File: config.mk
export PLATFORM = sky130hd
export DESIGN_NAME = seg7_scan_reader
export DESIGN_NICKNAME = d
export VERILOG_FILES = /design/src/rtl/seg7_pkg.sv /design/src/rtl/seg7_pattern_to_bcd.sv /design/src/rtl/seg7_scan_reader.sv
export SDC_FILE = /design/constraint.sdc
export NUM_CORES = 1
export LEC_CHECK = 0
export ABC_CLOCK_PERIOD_IN_PS = 2070
export CORE_MARGIN = 4
export CORE_UTILIZATION = 49
export CTS_CLUSTER_SIZE = 8
export DETAILED_ROUTE_END_ITERATION = 7
export GPL_TIMING_DRIVEN = 0
export PLACE_DENSITY = 0.75
export SYNTH_ARGS = -nofsm -noshare
export SYNTH_HDL_FRONTEND = slang
export SYNTH_SLANG_ARGS = --single-unit
File: constraint.sdc
create_clock -name clk -period 2.07 [get_ports clk]
set_clock_uncertainty 0.2 [all_clocks]
set_input_delay 0.207 -clock clk [delete_from_list [all_inputs] [get_ports clk]]
set_output_delay 0.207 -clock clk [all_outputs]
set_load 0.005 [all_outputs]
File: src/rtl/seg7_pkg.sv
// seg7_pkg: shared types and segment table for the 7-segment scan reader.
// The SEG7_BLANK_EN build option makes all-off segments read back as a blank code.
package seg7_pkg;

    typedef logic [0:6] seg_t;

    localparam seg_t SEG_DIGIT [0:9] = '{
        7'b1111110,
        7'b0110000,
        7'b1101101,
        7'b1111001,
        7'b0110011,
        7'b1011011,
        7'b1011111,
        7'b1110000,
        7'b1111111,
        7'b1111011
    };

    localparam logic [3:0] CODE_ERR   = 4'hF;
    localparam logic [3:0] CODE_BLANK = 4'hA;

    typedef enum logic {
        COLLECT,
        PENDING
    } state_t;

endpackage

File: src/rtl/seg7_pattern_to_bcd.sv
// seg7_pattern_to_bcd: exact-match inverse of the 0-9 segment table.
// SEG7_BLANK_EN defined: 0000000 reads as CODE_BLANK instead of an error.
module seg7_pattern_to_bcd
    import seg7_pkg::*;
(
    input  logic [0:6] pattern,
    output logic [3:0] code,
    output logic       err
);

    always_comb begin
        code = CODE_ERR;
        err  = 1'b1;
        for (int i = 0; i < 10; i++) begin
            if (pattern == SEG_DIGIT[i]) begin
                code = 4'(i);
                err  = 1'b0;
            end
        end
`ifdef SEG7_BLANK_EN
        if (pattern == 7'b0000000) begin
            code = CODE_BLANK;
            err  = 1'b0;
        end
`else
`endif
    end

endmodule

File: src/rtl/seg7_scan_reader.sv
// seg7_scan_reader: recovers BCD frames from a multiplexed 7-segment bus.
// Optional SEG7_BLANK_EN (see seg7_pattern_to_bcd) accepts blank positions.
module seg7_scan_reader
    import seg7_pkg::*;
#(
    parameter int N_DIGITS      = 4,
    parameter int STABLE_CYCLES = 3
) (
    input  logic                    clk,
    input  logic                    rst,
    input  logic [0:6]              segs,
    input  logic [N_DIGITS-1:0]     digit_sel,
    output logic [4*N_DIGITS-1:0]   frame_digits,
    output logic [N_DIGITS-1:0]     frame_err,
    output logic                    frame_valid,
    input  logic                    frame_ready,
    output logic                    overrun
);

    localparam int CW = $clog2(STABLE_CYCLES + 1);
    localparam logic [CW-1:0] S_CNT = CW'(STABLE_CYCLES);

    seg_t                  segs_q;
    seg_t                  prev_segs;
    logic [N_DIGITS-1:0]   sel_q;
    logic [N_DIGITS-1:0]   prev_sel;
    logic [CW-1:0]         cnt;
    logic [CW-1:0]         cnt_next;
    logic [N_DIGITS-1:0]   seen;
    logic [4*N_DIGITS-1:0] dig_q;
    logic [N_DIGITS-1:0]   derr_q;

    logic       qual;
    logic       same;
    logic       capture;
    logic [3:0] code;
    logic       code_err;
    logic       seen_full;

    state_t state_q;
    state_t state_d;
    logic   load;
    logic   clr_seen;
    logic   set_ovr;
    logic   valid_d;
    logic   hs;

    seg7_pattern_to_bcd u_dec (
        .pattern (segs_q),
        .code    (code),
        .err     (code_err)
    );

    assign qual = (sel_q != '0) && ((sel_q & (sel_q - 1'b1)) == '0);
    assign same = (sel_q == prev_sel) && (segs_q == prev_segs);

    always_comb begin
        cnt_next = '0;
        if (qual) begin
            if (same && cnt != '0)
                cnt_next = (cnt == S_CNT) ? cnt : cnt + 1'b1;
            else
                cnt_next = CW'(1);
        end
    end

    // fire only on the edge the count first reaches the threshold
    assign capture   = qual && (cnt_next == S_CNT) && !(same && cnt == S_CNT);
    assign seen_full = &seen;
    assign hs        = frame_valid && frame_ready;

    always_comb begin
        state_d  = state_q;
        load     = 1'b0;
        clr_seen = 1'b0;
        set_ovr  = 1'b0;
        valid_d  = frame_valid;
        case (state_q)
            COLLECT: begin
                if (seen_full) begin
                    load     = 1'b1;
                    clr_seen = 1'b1;
                    valid_d  = 1'b1;
                    state_d  = PENDING;
                end
            end
            PENDING: begin
                if (hs && seen_full) begin
                    load     = 1'b1;
                    clr_seen = 1'b1;
                end else if (hs) begin
                    valid_d  = 1'b0;
                    state_d  = COLLECT;
                end else if (seen_full) begin
                    set_ovr  = 1'b1;
                    clr_seen = 1'b1;
                end
            end
            default: state_d = COLLECT;
        endcase
    end

    always_ff @(posedge clk) begin
        if (rst) begin
            segs_q    <= '0;
            sel_q     <= '0;
            prev_segs <= '0;
            prev_sel  <= '0;
            cnt       <= '0;
        end else begin
            segs_q    <= segs;
            sel_q     <= digit_sel;
            prev_segs <= segs_q;
            prev_sel  <= sel_q;
            cnt       <= cnt_next;
        end
    end

    always_ff @(posedge clk) begin
        if (rst) begin
            dig_q  <= '0;
            derr_q <= '0;
            seen   <= '0;
        end else begin
            seen <= (clr_seen ? '0 : seen) | (capture ? sel_q : '0);
            for (int k = 0; k < N_DIGITS; k++) begin
                if (capture && sel_q[k]) begin
                    dig_q[4*k +: 4] <= code;
                    derr_q[k]       <= code_err;
                end
            end
        end
    end

    always_ff @(posedge clk) begin
        if (rst) begin
            state_q      <= COLLECT;
            frame_digits <= '0;
            frame_err    <= '0;
            frame_valid  <= 1'b0;
            overrun      <= 1'b0;
        end else begin
            state_q     <= state_d;
            frame_valid <= valid_d;
            if (set_ovr)
                overrun <= 1'b1;
            if (load) begin
                frame_digits <= dig_q;
                frame_err    <= derr_q;
            end
        end
    end

endmodule

After elaboration in Yosys (flattened, before gate mapping)
Cells that the tools add are included.
{"block": "classes", "mux": 40, "bitwise": 3, "reduce_logical": 18, "addsub": 2, "eq_ne": 17}
{"op": "7-bit equality test (second input constant)", "n": 8}
{"op": "4-bit two-way mux", "n": 12}
{"op": "1-bit two-way mux", "n": 21}
{"op": "7-bit by 6-bit equality test with 1-bit output (second input constant)", "n": 2}
{"op": "1-bit logical AND", "n": 12}
{"op": "1-bit one-hot mux with 2 select lines", "n": 4}
{"op": "7-bit equality test", "n": 1}
{"op": "2-bit two-way mux", "n": 3}
{"op": "4-bit bitwise AND", "n": 1}
{"op": "2-bit equality test (second input constant)", "n": 2}
{"op": "4-bit equality test", "n": 1}
{"op": "4-bit logical NOT", "n": 1}
{"op": "2-bit inequality test (second input constant)", "n": 2}
{"op": "4-bit bitwise OR", "n": 1}
{"op": "4-bit AND reduction", "n": 1}
{"op": "4-bit nonzero test", "n": 1}
{"op": "4-bit by 1-bit subtractor with 4-bit output (second input constant)", "n": 1}
{"op": "3-bit AND reduction", "n": 1}
{"op": "2-bit by 1-bit adder with 2-bit output (second input constant)", "n": 1}
{"op": "2-bit by 1-bit inequality test with 1-bit output (second input constant)", "n": 1}
{"op": "2-bit nonzero test", "n": 1}
{"op": "1-bit logical NOT", "n": 1}
{"op": "1-bit inverter", "n": 1}
{"block": "totals", "wordCells": 99, "register_bits": 71, "input_bits": 14}

Longest topological paths before layout
Gate-level depths: netlist (run 1).
{"block": "logic_depth", "ltp_word": 11, "ltp_mapped": 7, "depth_no_buf": 5}

By module
Synthesis (run 1) repeated with hierarchy kept, for this count alone.
{"block": "hier_totals", "hier_cells": 306, "area_unflattened_um2": 2902.8}
{"module": "seg7_scan_reader", "cells_each": 270, "seq_area_each_um2": 1421.4, "area_each_um2": 2667.6, "instances": 1}
{"module": "seg7_pattern_to_bcd", "cells_each": 36, "seq_area_each_um2": 0.0, "area_each_um2": 235.2, "instances": 1}

Worst setup path after synthesis (run 1)
OpenSTA, ideal clock, no wires.
{"block": "synth_path", "path_kind": "reg2reg", "from": "reg sel_q[0]", "to": "reg dig_q[15]", "slack_ps": -175, "synth_period_minus_slack_ps": 2245, "path_stages_with_launch": 7, "arrival_time_ps": 1918, "cell_sequence": "dfxtp_1 -> or3b_1 -> or4b_1 -> or4_1 -> buf_6 -> mux2i_1 -> nor2_1"}
{"block": "synth_via", "elab_chain_len": 9, "word_cells_on_any_way": 16, "classes_between": "1 x add/sub; 2 x eq/ne; 2 x mux; 1 x bitwise; 10 x reduce/logical"}
{"element": "start, declared", "line_no": "seg7_scan_reader.sv:25", "rtl": "logic [N_DIGITS-1:0] sel_q;"}
{"element": "start signal, assigned", "line_no": "seg7_scan_reader.sv:112", "rtl": "sel_q <= digit_sel;"}
{"element": "4-bit by 1-bit subtractor with 4-bit output or 4-bit equality test (tied branches)", "line_no": "seg7_scan_reader.sv:54, seg7_scan_reader.sv:55"}
{"element": "4-bit bitwise AND or 1-bit logical AND (tied branches)", "line_no": "seg7_scan_reader.sv:54, seg7_scan_reader.sv:55"}
{"element": "4-bit logical NOT or 1-bit logical AND (tied branches)", "line_no": "seg7_scan_reader.sv:54, seg7_scan_reader.sv:60"}
{"element": "1-bit logical AND or 2-bit two-way mux (tied branches)", "line_no": "seg7_scan_reader.sv:54, seg7_scan_reader.sv:60"}
{"element": "2-bit two-way mux", "line_no": "seg7_scan_reader.sv:59", "rtl": "if (qual) begin"}
{"element": "2-bit equality test", "line_no": "seg7_scan_reader.sv:68", "rtl": "assign capture = qual && (cnt_next == S_CNT) && !(same && cnt == S_CNT);"}
{"element": "1-bit logical AND", "line_no": "seg7_scan_reader.sv:68"}
{"element": "1-bit logical AND (*)", "line_no": "seg7_scan_reader.sv:68"}
{"element": "1-bit logical AND (*)", "line_no": "seg7_scan_reader.sv:127", "rtl": "if (capture && sel_q[k]) begin"}
{"element": "end signal, assigned by index", "line_no": "seg7_scan_reader.sv:128", "rtl": "dig_q[4*k +: 4] <= code;"}
{"element": "end, declared", "line_no": "seg7_scan_reader.sv:30", "rtl": "logic [4*N_DIGITS-1:0] dig_q;"}
Every way passes the cells marked *; elsewhere a longest branch is shown, timed or not.
A chain may end at the register's enable or synchronous reset.

Worst setup path in the final report (run 1)
{"block": "layout_path", "from": "reg sel_q[0]", "to": "reg dig_q[11]"}
Same word-level chain as after synthesis.

==> results.md, run 1 <==
- Min-Delay Path Depth: 2
- Num Clock Sinks: 71
- Layout Nets: 364
- Post-synthesis cell type count: 36
- Die width: 82.7 µm
- Die Y-Extent: 82.7 µm
- Gpl congestion: 0.810
- Initial Utilization: 51.9%
- Filler cells: 458
- Area of the multi-input gates: 0.00130 mm²
- CP cell instances: or3b_4 > or4b_1 > or4_1 > buf_6 > mux2i_1 > nor2_1
- Final setup margin: -263 ps
- Asr flop ratio synth: 0%
- Sink of the worst hold path: prev_segs[5]
- CP endpoint kind: flop
- Area of the core: 0.00527 mm²
- Leak pwr: 1.27 nW
- Synth top area share: 51.9%
- Placed cell area: 0.00318 mm²
- Slowest cell on the critical path: or4b_1
- Final wirelength: 5.49 mm
- Crit path kind: reg -> reg
- Cell taking the most area after synthesis: dfxtp_1
- Clock root cell: clkbuf_8
- Max Freq: 0.429 GHz
- Clock Path Buffers: 2
- Via count: 2178
- FF+latch count, synth: 71
- Post-synth EDFFs: 0
- Max-slew violations: 0
- Critical Path AT: 2350 ps
- Sequential share of the synthesized area: 51.9%
- Final hold violation count: 0
- Initial antenna violation count: 0
- Synth Cell Area: 0.00274 mm²
- Hold-fix buffers, CTS: 0
- HPWL after DPL: 3.70 mm
- Most common cell in the netlist: dfxtp_1
- Syn_nets: 315
- Max rail drop VDD: 0.000410 V
- Synth top area cells: dfxtp_1 (52%), nand2_1 (6.6%), mux2i_1 (5.9%), a21oi_1 (5.5%), nor2b_1 (4.8%)
- Fin crit share: 113%
- Fin crit period: 2330 ps
- Number of synthesis warnings: 0
- Share of cells above drive strength 1: 13.8%
- Worst Max-Slew Pin Slew: 629 ps
- Syn Inst Count: 301
- Clock transition at path regs: 70 ps
- Worst hold path type: in -> reg
- Cells on worst reg2reg path: 6
- Pin count of the biggest net entering global routing: 12
- CTS tree: yes
- Worst-skew pair later-pin latency: 340 ps
- First-pass GRT wire length: 9.14 mm
- Most frequent cells after synthesis: dfxtp_1 (71), nand2_1 (48), a21oi_1 (30)
- First-pass detailed-route iteration total: 5
- Post-route design area: 0.00351 mm²
- Hold Path Origin: rst
- Ant. Diodes: 0
- Area Growth Syn to Fin: 28.2%
- Failing checks: setup timing
- Relative slew slack: 57.7%
- # IOs: 36
- H-tree depth: 3
- Maximum capacitance violations: 0
- Initial DRC count: 113
- Routed vias/inst: 5.12
- Final cell count without fillers: 425
- Die ar.: 0.00684 mm²
- Storage cell area: 0.00143 mm²
- Grt ovf: 0
- Final setup viols: 16
- TritonCTS buffer count: 9
- Crit path required time: 2090 ps
- RSZ-0062 raised after global routing: yes
- R2r endpoint: dig_q[11]
- Dpl cells: 405
- Worst path max stage delay: 480 ps
- Ys flop type: dfxtp_1
- Syn_area_per_cell: 9.09 µm²
- CP Max Fanout: 7
- Antenna viol nets, final: 0
- PortBufs: 34
- Total track usage: 17.8%
- Setup crit start kind: flop
- FF-to-FF setup slack: -260 ps
- Vias in the first global route: 1955
- # rows: 26
- FF-to-FF Start: sel_q[0]
- PwrDens: 751 mW/mm²
- Routed WL per cell: 12.9 µm
- Run status: finished, violations left
- DRC Markers: 0
## cell type report
| type | instances | share of cell area (%) |
|---|---|---|
| Buffer | 18 | 2.46 |
| Clock buffer | 13 | 4.24 |
| Clock inverter | 3 | 1.21 |
| Inverter | 4 | 0.428 |
| Multi-Input combinational cell | 205 | 37.1 |
| Sequential cell | 71 | 40.7 |
| Tap cell | 70 | 2.50 |
| Timing Repair Buffer | 41 | 11.3 |
## state kept, by name, indices dropped and copies added (netlist names)
name	count
overrun	1
state_q	1
frame_valid	1
dig_q	16
sel_q	4
cnt	2
segs_q	7
frame_digits	16
prev_segs	7
seen	4
frame_err	4
derr_q	4
prev_sel	4
## per-stage QoR
stage / setup WS, ps / util [%] / total power, W / setup TNS [ps] / hold slack (ps)
4_1_cts: -241 / 65.2 / 0.00265 / -2710 / 36.9
5_1_grt: -342 / 66.6 / 0.00274 / -4460 / 71.9
6_report: -263 / 66.6 / 0.00264 / -3060 / 56.4
2_1_floorplan: -170 / - / 0.00153 / -1540 / 122
3_3_place_gp: -274 / 60.3 / 0.00157 / -4740 / 241
3_5_place_dp: -283 / 60.3 / 0.00157 / -5080 / 246
## timing repair
item	CTS	global route
endpoints found under the setup margin	23	23
cloned	0	0
resized for setup	16	14
pin swaps	4	2
setup buffers	5	2
## metal layers
| metal | track usage [%] | vias to the layer above | part of all wire [%] |
|---|---|---|---|
| met4 | 9.31 | 0 | 2.4 |
| met2 | 28.4 | 47 | 48 |
| met3 | 4.99 | 12 | 5.3 |
| met5 | 0 | - | 0 |
| met1 | 21.9 | 1015 | 44 |
| li1 | - | 1104 | - |
## cells in the final DEF (no fill, tap or decap), drive strengths merged, types with 2 or more instances in the layout
cell type | Yosys | final
a21oi | 30 | 30
buf | 2 | 10
clkbuf | 19 | 28
clkdlybuf4s50 | 0 | 34
dfxtp | 71 | 71
inv | 4 | 4
mux2i | 16 | 16
nand2 | 48 | 48
nand2b | 2 | 2
nand3 | 4 | 4
nand3b | 6 | 6
nand4 | 6 | 6
nor2 | 26 | 26
nor2b | 21 | 21
nor3 | 5 | 5
nor3b | 2 | 2
nor4 | 2 | 2
o22ai | 2 | 2
o31ai | 3 | 3
or3 | 2 | 2
or3b | 3 | 3
or4 | 4 | 4
or4b | 3 | 3
xnor2 | 12 | 12
## report_power, final
| group | internal, W | total, W | switching [W] |
|---|---|---|---|
| clock network | 0.000589 | 0.00107 | 0.000485 |
| registers | 0.00139 | 0.00141 | 0.0000193 |
| logic | 0.0000763 | 0.000155 | 0.0000789 |
| total | 0.00205 | 0.00264 | 0.000583 |
## critical path: cells and delay by family (launching register included)
family | cells | cell delay, ps
buffers and inverters | 1 | 160
DFF | 1 | 350
muxes | 1 | 160
and+or+nand+nor | 4 | 1360
## how the worst max path moves through the flow
stage              start        end  slack, ps  depth (start not counted)
2_1_floorplan   sel_q[0]  dig_q[15]       -170                          6
3_3_place_gp      cnt[1]  dig_q[15]       -270                          6
3_5_place_dp   segs_q[1]   dig_q[2]       -280                          7
4_1_cts         sel_q[0]   dig_q[9]       -240                          6
5_1_grt         sel_q[0]  dig_q[11]       -340                          6
6_report        sel_q[0]  dig_q[11]       -260                          6
## cells by family after synthesis
family                    count (synthesis)  synth area share [%]
and+or+nand+nor                         136                  25.8
xor gates and xnor gates                 13                  4.16
AOI/OAI and AO/OA                        40                  8.50
DFF                                      71                  51.9
buffers and inverters                    25                  3.75
muxes                                    16                  5.85
Note: power is estimated with default switching activity, not from simulation.
==> run 2, diff against run 1 <==
SLEW_MARGIN = 40   (was unset)
==> results of run 2 <==
No change in the layout: final DEF, timing and power equal those of run 1.
==> run 3, diff against run 2 <==
SKIP_CTS_REPAIR_TIMING = 1   (was unset)
==> run 3 against run 2 <==
Net effect: the flow still finishes with violations (setup timing); sequential cell count unchanged; core utilization increased by 0.55 points; setup slack improved by 10 ps; critical path depth unchanged; wire length increased by 0.29%; total power increased by 0.28%; non-clock buffer count decreased by 3; clock power about the same.
==> results.md, run 3 (synthesis gave the netlist of run 1 again) <==
- # IOs: 36 (unchanged)
- Fin crit period: 2320 ps (-10.2 ps)
- Routed vias/inst: 5.19 (+1.3%)
- Total track usage: 17.2% (-0.64 points)
- Setup crit start kind: flop
- Final hold violation count: 0 (unchanged)
- Via count: 2191 (+0.60%)
- Relative slew slack: 61.3% (+3.6 points)
- Final setup viols: 16 (unchanged)
- FF-to-FF Start: sel_q[0]
- Clock Path Buffers: 2 (unchanged)
- PwrDens: 747 mW/mm² (-0.54%)
- Pin count of the biggest net entering global routing: 12 (unchanged)
- R2r endpoint: dig_q[10]
- Final setup margin: -253 ps (+10.2 ps)
- Area Growth Syn to Fin: 29.3%
- DRC Markers: 0 (unchanged)
- Most frequent cells in the layout: dfxtp_1 (64), nand2_1 (47), clkdlybuf4s50_1 (34), a21oi_1 (28), nor2_1 (26)
- Worst-skew pair later-pin latency: 340 ps (about the same)
- Initial Utilization: 51.9% (unchanged)
- RSZ-0062 raised after global routing: yes
- Crit path required time: 2090 ps (about the same)
- First-pass GRT wire length: 8.85 mm (-3.2%)
- P_sw: 0.000587 W (+0.69%)
- Ant. Diodes: 0 (unchanged)
- PortBufs: 34 (unchanged)
- Clock transition at path regs: 70 ps (about the same)
- Min-Delay Path Depth: 2 (unchanged)
- Gate power share: 6.0% (about the same)
- Area of the core: 0.00527 mm² (unchanged)
- Dpl cells: 405 (unchanged)
- Setup Total Neg Slack: -2770 ps (+293 ps)
- Clock root cell: clkbuf_8
- Failing checks: setup timing
- Share of cells above drive strength 1: 15.3% (+1.5 points)
- Vias in the first global route: 1902 (-2.7%)
- Maximum capacitance violations: 0 (unchanged)
- CP cell instances: or3b_4 > or4b_1 > or4_1 > buf_6 > mux2i_1 > nor2_1
- Die width: 82.7 µm (unchanged)
- Initial DRC count: 114 (+0.88%)
- Worst Max-Slew Pin Slew: 576 ps (-53.6 ps)
- Gpl congestion: 0.810 (unchanged)
- CP bufs+invs: 1 (unchanged)
- Worst hold path type: in -> reg
- Place WS: -283 ps (unchanged)
- First-pass detailed-route iteration total: 4 (-1)
- Hold Path Origin: rst
- Antenna viol nets, final: 0 (unchanged)
- Max-slew violations: 0 (unchanged)
- Clock power share: 40.6% (-0.2 points)
- Max Freq: 0.430 GHz (+0.44%)
- Die Y-Extent: 82.7 µm (unchanged)
- Critical Path AT: 2340 ps (about the same)
- Grt ovf: 0 (unchanged)
- CP Max Fanout: 7 (unchanged)
- Crit path kind: reg -> reg
- Leak pwr: 1.28 nW (+0.19%)
- Commonest non-fill, non-tap cell in the layout: dfxtp_1
- Layout Nets: 361 (-0.82%)
- Max rail drop VDD: 0.000402 V (-1.9%)
- Sequential fraction of design power: 53.3% (about the same)
- Slowest cell on the critical path: or4b_1
- HPWL after DPL: 3.70 mm (unchanged)
- CP top delay family: simple AND/OR/NAND/NOR gates
- Routed WL per cell: 13.0 µm (+1.0%)
- Final cell count without fillers: 422 (-0.71%)
- Initial antenna violation count: 0 (unchanged)
- Biggest regs: dig_q x16, frame_digits x16
- Fin crit share: 112% (-0.49 points)
- CTS tree: yes
- CP endpoint kind: flop
- Run status: finished, violations left
- Worst path max stage delay: 480 ps (about the same)
- TritonCTS buffer count: 9 (unchanged)
- Die ar.: 0.00684 mm² (unchanged)
- Cells on worst reg2reg path: 6 (unchanged)
- Num Clock Sinks: 71 (unchanged)
- Internal power: 0.00206 W (+0.16%)
- Final wirelength: 5.50 mm (+0.29%)
- # rows: 26 (unchanged)
- H-tree depth: 3 (unchanged)
- FF-to-FF setup slack: -250 ps (about the same)
- Sw frac: 22.2% (+0.091 points)
- Sink of the worst hold path: prev_segs[0]
## run 3: changes by cell type in the layout (fill, tap and decap cells not counted)
cell | before | now
xnor2_1 | 11 | 7
clkbuf_2 | 1 | 0
nand3_2 | 0 | 1
xnor2_2 | 1 | 5
nand3_1 | 4 | 3
dfxtp_4 | 1 | 4
buf_4 | 6 | 5
dfxtp_1 | 67 | 64
buf_2 | 2 | 1
## run 3: final cells by class
| type | count | area (µm²) |
|---|---|---|
| clock buffer | 13 | 149 |
| buffer | 17 | 83.8 |
| inverter | 4 | 15.0 |
| fill | 441 | 1730 |
| multi-input combinational | 205 | 1340 |
| tap | 70 | 87.6 |
| timing repair buffer | 39 | 382 |
| clock inverter | 3 | 42.5 |
| sequential | 71 | 1440 |
## run 3: metal layers
metal	global-route usage, %	wire length (µm)	vias to the layer above
li1	-	-	1101
met1	21.7	2400	1027
met2	26.6	2670	51
met3	4.99	303	12
met4	8.82	124	0
met5	0	0	-
## run 3: metrics by stage
| step | power, W | instance area, µm² | hold WS [ps] | util (%) |
|---|---|---|---|---|
| 6_report | 0.00264 | 3540 | 44.8 | 67.1 |
| 5_1_grt | 0.00275 | 3540 | 65.7 | 67.1 |
| 4_1_cts | 0.00265 | 3370 | 36.9 | 63.9 |
| 3_5_place_dp | 0.00157 | 3180 | 246 | 60.3 |
| 3_3_place_gp | 0.00157 | 3180 | 241 | 60.3 |
| 2_1_floorplan | 0.00153 | 2750 | 122 | - |
## run 3: power by group through the flow
stage               combinational, W  sequential (W)  clock, W
CTS                         0.000138         0.00140   0.00110
finish                      0.000160         0.00141   0.00107
detailed placement          0.000137         0.00144         0
global placement            0.000135         0.00143         0
global route                0.000174         0.00141   0.00116
floorplan                  0.0000946         0.00143         0
## run 3: how the worst max path moves through the flow
| stage | cells past startpoint | startpoint | endpoint |
|---|---|---|---|
| final | 6 | sel_q[0] | dig_q[10] |
| after CTS | 7 | segs_q[1] | dig_q[2] |
| after detailed placement | 7 | segs_q[1] | dig_q[2] |
| after global routing | 6 | sel_q[0] | dig_q[9] |
| after global placement | 6 | cnt[1] | dig_q[15] |
| after floorplan | 6 | sel_q[0] | dig_q[15] |
## run 3: worst reg2reg max path, cell delays in order, from the launching register on
cell and delay, ps:
dfxtp_4 340, or3b_4 390, or4b_1 480, or4_1 430, buf_6 160, mux2i_1 160
nor2_1 50
